===== config.mk =====
export PLATFORM = sky130hd
export DESIGN_NAME = rf_wb_arbiter
export DESIGN_NICKNAME = d
export VERILOG_FILES = /design/src/rtl/rf_wb_pkg.sv /design/src/rtl/rf_wb_fifo.sv /design/src/rtl/rf_wb_arbiter.sv
export SDC_FILE = /design/constraint.sdc
export NUM_CORES = 1
export LEC_CHECK = 0
export ABC_AREA = 1
export ABC_CLOCK_PERIOD_IN_PS = 9600
export BUFFER_PORTS_ARGS = -buffer_cell sky130_fd_sc_hd__buf_4
export CORE_ASPECT_RATIO = 1.4
export CORE_MARGIN = 2
export CORE_UTILIZATION = 59
export DETAILED_ROUTE_END_ITERATION = 6
export GPL_TIMING_DRIVEN = 0
export PLACE_DENSITY_LB_ADDON = 0.25
export REMOVE_ABC_BUFFERS = 1
export SKIP_LAST_GASP = 1
export SYNTH_ARGS = -nofsm -noshare
export SYNTH_HDL_FRONTEND = slang
export SYNTH_SLANG_ARGS = --single-unit
export TNS_END_PERCENT = 5

===== constraint.sdc =====
create_clock -name clk -period 9.6 [get_ports clk]
set_input_delay 1.44 -clock clk [delete_from_list [all_inputs] [get_ports clk]]
set_output_delay 1.44 -clock clk [all_outputs]
set_load 0.005 [all_outputs]

===== src/rtl/rf_wb_pkg.sv =====
// rtl/rf_wb_pkg.sv - shared widths, write-buffer entry type and constants
// for the register-file writeback arbiter.
package rf_wb_pkg;

  localparam int RF_AW = 5;
  localparam int RF_DW = 32;

  typedef struct packed {
    logic [RF_AW-1:0] ad;
    logic [RF_DW-1:0] wd;
  } wb_entry_t;

  localparam logic [RF_AW-1:0] REG_ZERO = '0;

endpackage


===== src/rtl/rf_wb_fifo.sv =====
// rtl/rf_wb_fifo.sv - in-order write buffer for multi-cycle results;
// head is valid whenever empty is low.
module rf_wb_fifo
  import rf_wb_pkg::*;
#(
  parameter int DEPTH = 2
) (
  input  logic      clk,
  input  logic      rst,
  input  logic      push,
  input  wb_entry_t din,
  input  logic      pop,
  output logic      full,
  output logic      empty,
  output wb_entry_t head
);

  localparam int PW = (DEPTH > 1) ? $clog2(DEPTH) : 1;
  localparam int CW = $clog2(DEPTH + 1);

  wb_entry_t         mem_q [DEPTH];
  wb_entry_t         mem_d [DEPTH];
  logic [PW-1:0]     wr_ptr_q, wr_ptr_d;
  logic [PW-1:0]     rd_ptr_q, rd_ptr_d;
  logic [CW-1:0]     count_q, count_d;

  function automatic logic [PW-1:0] ptr_next(input logic [PW-1:0] p);
    return (p == PW'(DEPTH - 1)) ? '0 : p + PW'(1);
  endfunction

  assign full  = (count_q == CW'(DEPTH));
  assign empty = (count_q == '0);
  assign head  = mem_q[rd_ptr_q];

  always_comb begin
    mem_d    = mem_q;
    wr_ptr_d = wr_ptr_q;
    rd_ptr_d = rd_ptr_q;
    count_d  = count_q;
    if (push) begin
      mem_d[wr_ptr_q] = din;
      wr_ptr_d        = ptr_next(wr_ptr_q);
    end
    if (pop) begin
      rd_ptr_d = ptr_next(rd_ptr_q);
    end
    case ({push, pop})
      2'b10:   count_d = count_q + CW'(1);
      2'b01:   count_d = count_q - CW'(1);
      default: count_d = count_q;
    endcase
  end

  always_ff @(posedge clk or posedge rst) begin
    if (rst) begin
      mem_q    <= '{default: '0};
      wr_ptr_q <= '0;
      rd_ptr_q <= '0;
      count_q  <= '0;
    end else begin
      mem_q    <= mem_d;
      wr_ptr_q <= wr_ptr_d;
      rd_ptr_q <= rd_ptr_d;
      count_q  <= count_d;
    end
  end

endmodule


===== src/rtl/rf_wb_arbiter.sv =====
// rtl/rf_wb_arbiter.sv - register-file write-port arbiter with busy scoreboard;
// RF_WB_BYPASS_EN enables zero-latency direct writes of mc results when idle.
module rf_wb_arbiter
  import rf_wb_pkg::*;
#(
  parameter int ADDRESS_WIDTH = RF_AW,
  parameter int DATA_WIDTH    = RF_DW,
  parameter int BUF_DEPTH     = 2
) (
  input  logic                     clk,
  input  logic                     rst,
  input  logic                     pipe_we,
  input  logic [ADDRESS_WIDTH-1:0] pipe_ad,
  input  logic [DATA_WIDTH-1:0]    pipe_wd,
  input  logic                     mc_valid,
  input  logic [ADDRESS_WIDTH-1:0] mc_ad,
  input  logic [DATA_WIDTH-1:0]    mc_wd,
  output logic                     mc_ready,
  input  logic                     iss_valid,
  input  logic [ADDRESS_WIDTH-1:0] iss_rd,
  input  logic [ADDRESS_WIDTH-1:0] rs1,
  input  logic [ADDRESS_WIDTH-1:0] rs2,
  input  logic [ADDRESS_WIDTH-1:0] rd_q,
  output logic                     busy_rs1,
  output logic                     busy_rs2,
  output logic                     busy_rd,
  output logic                     WE3,
  output logic [ADDRESS_WIDTH-1:0] AD3,
  output logic [DATA_WIDTH-1:0]    WD3
);

  localparam int NREG = 2 ** ADDRESS_WIDTH;

  logic [NREG-1:0]          busy_q, busy_d;
  logic                     fifo_full, fifo_empty;
  wb_entry_t                fifo_head;
  wb_entry_t                fifo_din;
  logic                     push, pop, bypass;
  logic                     commit_mc;
  logic [ADDRESS_WIDTH-1:0] commit_ad;

  assign mc_ready = !rst && !fifo_full;
  assign fifo_din = '{ad: mc_ad, wd: mc_wd};

`ifdef RF_WB_BYPASS_EN
  assign bypass = !rst && !pipe_we && fifo_empty && mc_valid;
`else
  assign bypass = 1'b0;
`endif

  assign push = mc_valid && mc_ready && !bypass;
  assign pop  = !rst && !pipe_we && !fifo_empty;

  // Buffered results retire either by popping the head or by the bypass path.
  always_comb begin
    commit_mc = 1'b0;
    commit_ad = '0;
    WE3       = 1'b0;
    AD3       = '0;
    WD3       = '0;
    if (!rst) begin
      if (pipe_we) begin
        WE3 = (pipe_ad != REG_ZERO);
        AD3 = pipe_ad;
        WD3 = pipe_wd;
      end else if (!fifo_empty) begin
        commit_mc = 1'b1;
        commit_ad = fifo_head.ad;
        WE3       = (fifo_head.ad != REG_ZERO);
        AD3       = fifo_head.ad;
        WD3       = fifo_head.wd;
      end else if (bypass) begin
        commit_mc = 1'b1;
        commit_ad = mc_ad;
        WE3       = (mc_ad != REG_ZERO);
        AD3       = mc_ad;
        WD3       = mc_wd;
      end
    end
  end

  // Clear first so that a same-edge issue to the retiring register keeps it busy.
  always_comb begin
    busy_d = busy_q;
    if (commit_mc) begin
      busy_d[commit_ad] = 1'b0;
    end
    if (iss_valid) begin
      busy_d[iss_rd] = 1'b1;
    end
    busy_d[0] = 1'b0;
  end

  always_ff @(posedge clk or posedge rst) begin
    if (rst) begin
      busy_q <= '0;
    end else begin
      busy_q <= busy_d;
    end
  end

  assign busy_rs1 = busy_q[rs1];
  assign busy_rs2 = busy_q[rs2];
  assign busy_rd  = busy_q[rd_q];

  rf_wb_fifo #(
    .DEPTH (BUF_DEPTH)
  ) u_fifo (
    .clk   (clk),
    .rst   (rst),
    .push  (push),
    .din   (fifo_din),
    .pop   (pop),
    .full  (fifo_full),
    .empty (fifo_empty),
    .head  (fifo_head)
  );

  a_iss_not_busy : assert property (@(posedge clk) disable iff (rst)
    !(iss_valid && busy_q[iss_rd] && !(commit_mc && commit_ad == iss_rd)));

  a_pipe_not_busy : assert property (@(posedge clk) disable iff (rst)
    !(pipe_we && pipe_ad != REG_ZERO && busy_q[pipe_ad]));

endmodule


# After elaboration in Yosys (flattened, before gate mapping)
# Cells that the tools add are included.
[classes] n_reduce_logical=15 n_eq_ne=3 add_sub_neg=4 magnitude_cmp=10 mux=35 n_bitwise=5
[op_table] op="32-bit two-way mux" n=5
[op_table] op="37-bit two-way mux" n=4
[op_table] op="74-bit bitwise mux" n=1
[op_table] op="37-bit demux with 1-bit select" n=1
[op_table] op="32-bit bitwise AND" n=1
[op_table] op="32-bit inverter" n=1
[op_table] op="32-bit bitwise OR" n=1
[op_table] op="5-bit by 6-bit less-than comparator with 1-bit output (second input constant)" n=5
[op_table] op="5-bit two-way mux" n=5
[op_table] op="1-bit binary-select mux with 5-bit select" n=3
[op_table] op="1-bit two-way mux" n=13
[op_table] op="1-bit demux with 5-bit select" n=2
[op_table] op="5-bit by 1-bit >= comparator with 1-bit output (second input constant)" n=2
[op_table] op="5-bit nonzero test" n=2
[op_table] op="1-bit logical AND" n=7
[op_table] op="2-bit == test (second input constant)" n=2
[op_table] op="2-bit >= comparator (second input constant)" n=2
[op_table] op="1-bit logical NOT" n=4
[op_table] op="1-bit inverter with 2-bit output" n=2
[op_table] op="2-bit case mux with 2 select lines" n=1
[op_table] op="1-bit adder (second input constant)" n=2
[op_table] op="2-bit by 1-bit adder with 2-bit output (second input constant)" n=1
[op_table] op="2-bit by 1-bit == test with 1-bit output (second input constant)" n=1
[op_table] op="2-bit logical NOT" n=1
[op_table] op="3 further kinds" n=3
[totals] output_inout_bits=42 reg_bits=109 inputBits=99 wordCells=80

# Logic depth before layout (Yosys ltp)
[depth] depth_word=16 ltp_mapped=11 depth_no_buf=10

# Hierarchy
# Synthesis repeated with hierarchy kept, for this count alone.
[unflattened] cells_unflattened=852 area_unflattened_um2=6463.7
[modules_own_cells] module="rf_wb_fifo" area_per_inst_um2=3532.1 n_inst=1 cells_per_inst=419 seq_area_each_um2=1951.9
[modules_own_cells] module="rf_wb_arbiter" area_per_inst_um2=2931.6 n_inst=1 cells_per_inst=433 seq_area_each_um2=775.7

# Worst setup path after synthesis
# OpenSTA, ideal clock, no wires.
[synth_path] path_type="in2out" start="in rst" end="out WD3[0]" stages=6 n_path_buf=1 setup_slack_ns=3.305 arrival_ns=4.855 required_time_ns=8.160 path_cell_list="inv_1 > nand2_1 > inv_1 > clkbuf_1 > nand2_1 > o21ai_0"
[synth_via] elab_chain_cells=1
[synth_rtl] element="start: declaration" line_no="rf_wb_arbiter.sv:11" rtl="input logic rst,"
[synth_rtl] element="32-bit two-way mux" line_no="rf_wb_arbiter.sv:61" rtl="if (!rst) begin"
[synth_rtl] element="end: declaration" line_no="rf_wb_arbiter.sv:29" rtl="output logic [DATA_WIDTH-1:0] WD3"
# No other way between the ends.

# Worst setup path after layout
[layout_path] start="in rst" end="out WD3[10]"
# The elaborated chain is that of the path after synthesis.

==> impl_metrics.yaml <==
placement:
  port_buffers: 140
  gpl.final_weighted_congestion: 0.957
  dpl.hpwl_mm: 11.7
floorplan:
  chipWidth_um: 90.9
  core_region_area_um2: 10300
  die_h_um: 126
  floorplan.die_area_um2: 11400
  num_io_pins: 141
  start_util: 0.602
  row_count: 44
critical_path:
  endpoint_kind: "output port"
  cp_cell_sequence: "buf_4 -> inv_4 -> nand2_1 -> inv_1 -> nand2_1 -> o21ai_0 -> buf_4"
  timing.reg2reg.worst_path_depth: 6
  cp_max_fo: 38
  worst-endpoint-required_ps: 8160
  worst_path_class_setup: "input port to output port"
  cpPeakStageDelay_ps: 870
  critical_path.n_buffers_inverters: 4
  critical_path.top_delay_family: "buffers and inverters"
  worst-endpoint-arrival_ps: 3560
  cpMaxStageDelayCell: "sky130_fd_sc_hd__inv_1"
  cp-start-kind: "input port"
  worst-path-stages: 7
detailed_routing:
  drt.antenna.violating_nets: 0
  drtIter0Drc: 347
  num_vias: 5984
  wl_per_cell_um: 14.6
  drt_wl_total_mm: 16.3
  remaining_drc_errors: 0
  avgViaCountPerCell: 5.33
  detailedRoute.firstPassIterationCount: 6
pwr:
  p_leak_nw: 4.08
  peakVddDrop_mv: 0.149
  power.switching_mw: 0.683
  switching_part_of_the_total: 0.370
  cell_internal_pwr_mw: 1.16
  fin_total_pwr_mw: 1.85
  p_seq_frac: 0.436
  clkPwrFrac: 0.198
  power_per_cell_area_nw_per_um2: 242
  power_frac_comb: 0.366
clock_tree:
  cts_hold_buf: 0
  ctsResizeCount: 0
  ctsLongestPathBuffers: 2
  clk_latency_ps: 350
  clock_sinks: 109
  tritoncts: "done"
  cts_post_setup_buffers_inserted: 0
  cts_made_buffers: 9
  clk_transition_reported_paths_ps: 60
  cts.htree.levels: 3
  cts-root-buf: "sky130_fd_sc_hd__clkbuf_16"
hold_path:
  min_path_cells: 2
  min-delay-path-class: "register to register"
logic_synthesis:
  yosysTopAreaCell: "sky130_fd_sc_hd__dfrtp_1"
  synth_warnings: 0
  seq_area_frac_synth: 0.437
  synth_enable_flop_cells: 0
  syn_area_um2: 6230
  avgSynthCellArea_um2: 7.22
  ys.flop_type: "sky130_fd_sc_hd__dfrtp_1"
  synthDistinctLibCells: 25
  yosys_register_bits: 109
  synth_largest_type_area_fraction: 0.437
  synthArstFlopShare: 1.00
  synthTopCellsByArea: "sky130_fd_sc_hd__dfrtp_1, sky130_fd_sc_hd__nand2_1, sky130_fd_sc_hd__o21ai_0"
  netlist_instances: 864
global_route:
  antenna_found_initial: 0
  grt-busiest-layer: "met2"
  globalRouteMet3Util: 0.0712
  first_global_vias: 5868
  pin_count_of_the_biggest_net_entering_global_routing: 76
  globalRouteTotalUtil: 0.294
  overflow: 0
  grt_pass1_wl_mm: 27.1
  grt_use_met2: 0.520
  met1_usage: 0.330
sta:
  layout_worst_path_cycle_share: 0.520
  timing.final.crit_period_ps: 5000
  skew_ps: 3.08
  worst_margin_pin_slew_ps: 1100
  hold_violation_total_from_the_final_report: 0
  setup_violations: 0
  grt_setup_unrepaired: "false"
  max_clock_freq_mhz: 200
  totalNegativeSetupSlack_ps: 0
  slew_violations: 0
  slew_headroom: 0.262
job:
  max_cap_viol_count: 0
finish:
  layout.cells.most_common_list: "sky130_fd_sc_hd__nand2_1, sky130_fd_sc_hd__buf_4, sky130_fd_sc_hd__dfrtp_1"
  antenna_cells: 0
  area_delta_synth_final_pct: 22.5
  layout.cells.most_common: "sky130_fd_sc_hd__nand2_1"
  design.final.nets: 1079
  fill_cells: 851
  layout-drive-gt1-share: 0.189
status:
  run_status: "completed"
## flip-flops by register name, summed over array words and instances, names as in the netlist
register	flops
u_fifo.wr_ptr_q	1
u_fifo.mem_q	74
u_fifo.count_q	2
u_fifo.rd_ptr_q	1
busy_q	31
## cell families after synthesis
kind of cell             after synthesis  synth area share
adder cells (fa/ha/maj)                1           0.00201
buffers and inverters                130            0.0879
AO/OA/AOI/OAI                        140             0.126
XOR/XNOR                               3           0.00422
AND/OR/NAND/NOR                      449             0.291
flip-flops                           109             0.437
multiplexers                          32            0.0514
## power by group through the flow
stage / combinational [mW] / sequential, mW / clock [mW]
finish: 0.676 / 0.805 / 0.365
global route: 0.770 / 0.832 / 0.391
CTS: 0.679 / 0.802 / 0.369
detailed placement: 0.670 / 0.807 / 0
global placement: 0.626 / 0.822 / 0
floorplan: 0.447 / 0.781 / 0
## metrics by stage
step	area (µm²)	utilization	setup slack [ps]	hold slack, ps	cells
4_1_cts	7640	0.738	4550	483	1122
2_1_floorplan	6030	-	3110	441	825
3_3_place_gp	7250	0.701	1100	464	1103
3_5_place_dp	7340	0.709	4560	467	1106
6_report	7640	0.738	4600	478	1122
5_1_grt	7640	0.738	4310	498	1122
## tightest hold or removal path: cells and delay by family (launching register included)
| kind | cells | cell delay, ps |
|---|---|---|
| compound gates | 1 | 50 |
| flops | 1 | 340 |
| simple gates | 1 | 60 |
## final timing paths
kind	end	slack (ps)	start
max	WD3[10]	4600	rst
min	u_fifo.mem_q[43]$_DFFE_PP0P_	480	u_fifo.mem_q[43]$_DFFE_PP0P_
max reg2reg	u_fifo.count_q[1]$_DFFE_PP0P_	7110	u_fifo.count_q[0]$_DFFE_PP0P_
min reg2reg	u_fifo.mem_q[43]$_DFFE_PP0P_	480	u_fifo.mem_q[43]$_DFFE_PP0P_
max in group asynchronous	u_fifo.mem_q[10]$_DFFE_PP0P_	7740	rst
min in group asynchronous	u_fifo.count_q[1]$_DFFE_PP0P_	1140	rst
## layer usage
metal | share of wire | wire length (µm)
met1 | 0.37 | 6030
met3 | 0.064 | 1040
met5 | 0 | 0
met2 | 0.52 | 8440
met4 | 0.050 | 821
## cells in the mapped netlist (2+ instances only)
cell type	instances
sky130_fd_sc_hd__mux2i_1	32
sky130_fd_sc_hd__clkbuf_1	23
sky130_fd_sc_hd__xnor2_1	2
sky130_fd_sc_hd__a21oi_1	2
sky130_fd_sc_hd__dfrtp_1	109
sky130_fd_sc_hd__o21ai_2	20
sky130_fd_sc_hd__o21ai_0	105
sky130_fd_sc_hd__buf_2	8
sky130_fd_sc_hd__nand3_1	80
sky130_fd_sc_hd__o21ai_1	12
sky130_fd_sc_hd__nor2_1	13
sky130_fd_sc_hd__nand2_1	342
sky130_fd_sc_hd__buf_6	6
sky130_fd_sc_hd__inv_1	90
sky130_fd_sc_hd__nor3_1	10
## final cells by class
cell class	count	area, µm²	area share
multi-input cells	625	2980	0.390
flip-flops and latches	109	2730	0.357
repair buffers	143	1120	0.146
inverters	91	344	0.0451
clock buffers	12	246	0.0323
well taps	138	173	0.0226
clock inverters	4	47.5	0.00623
Note: power is estimated with default switching activity, not from simulation.
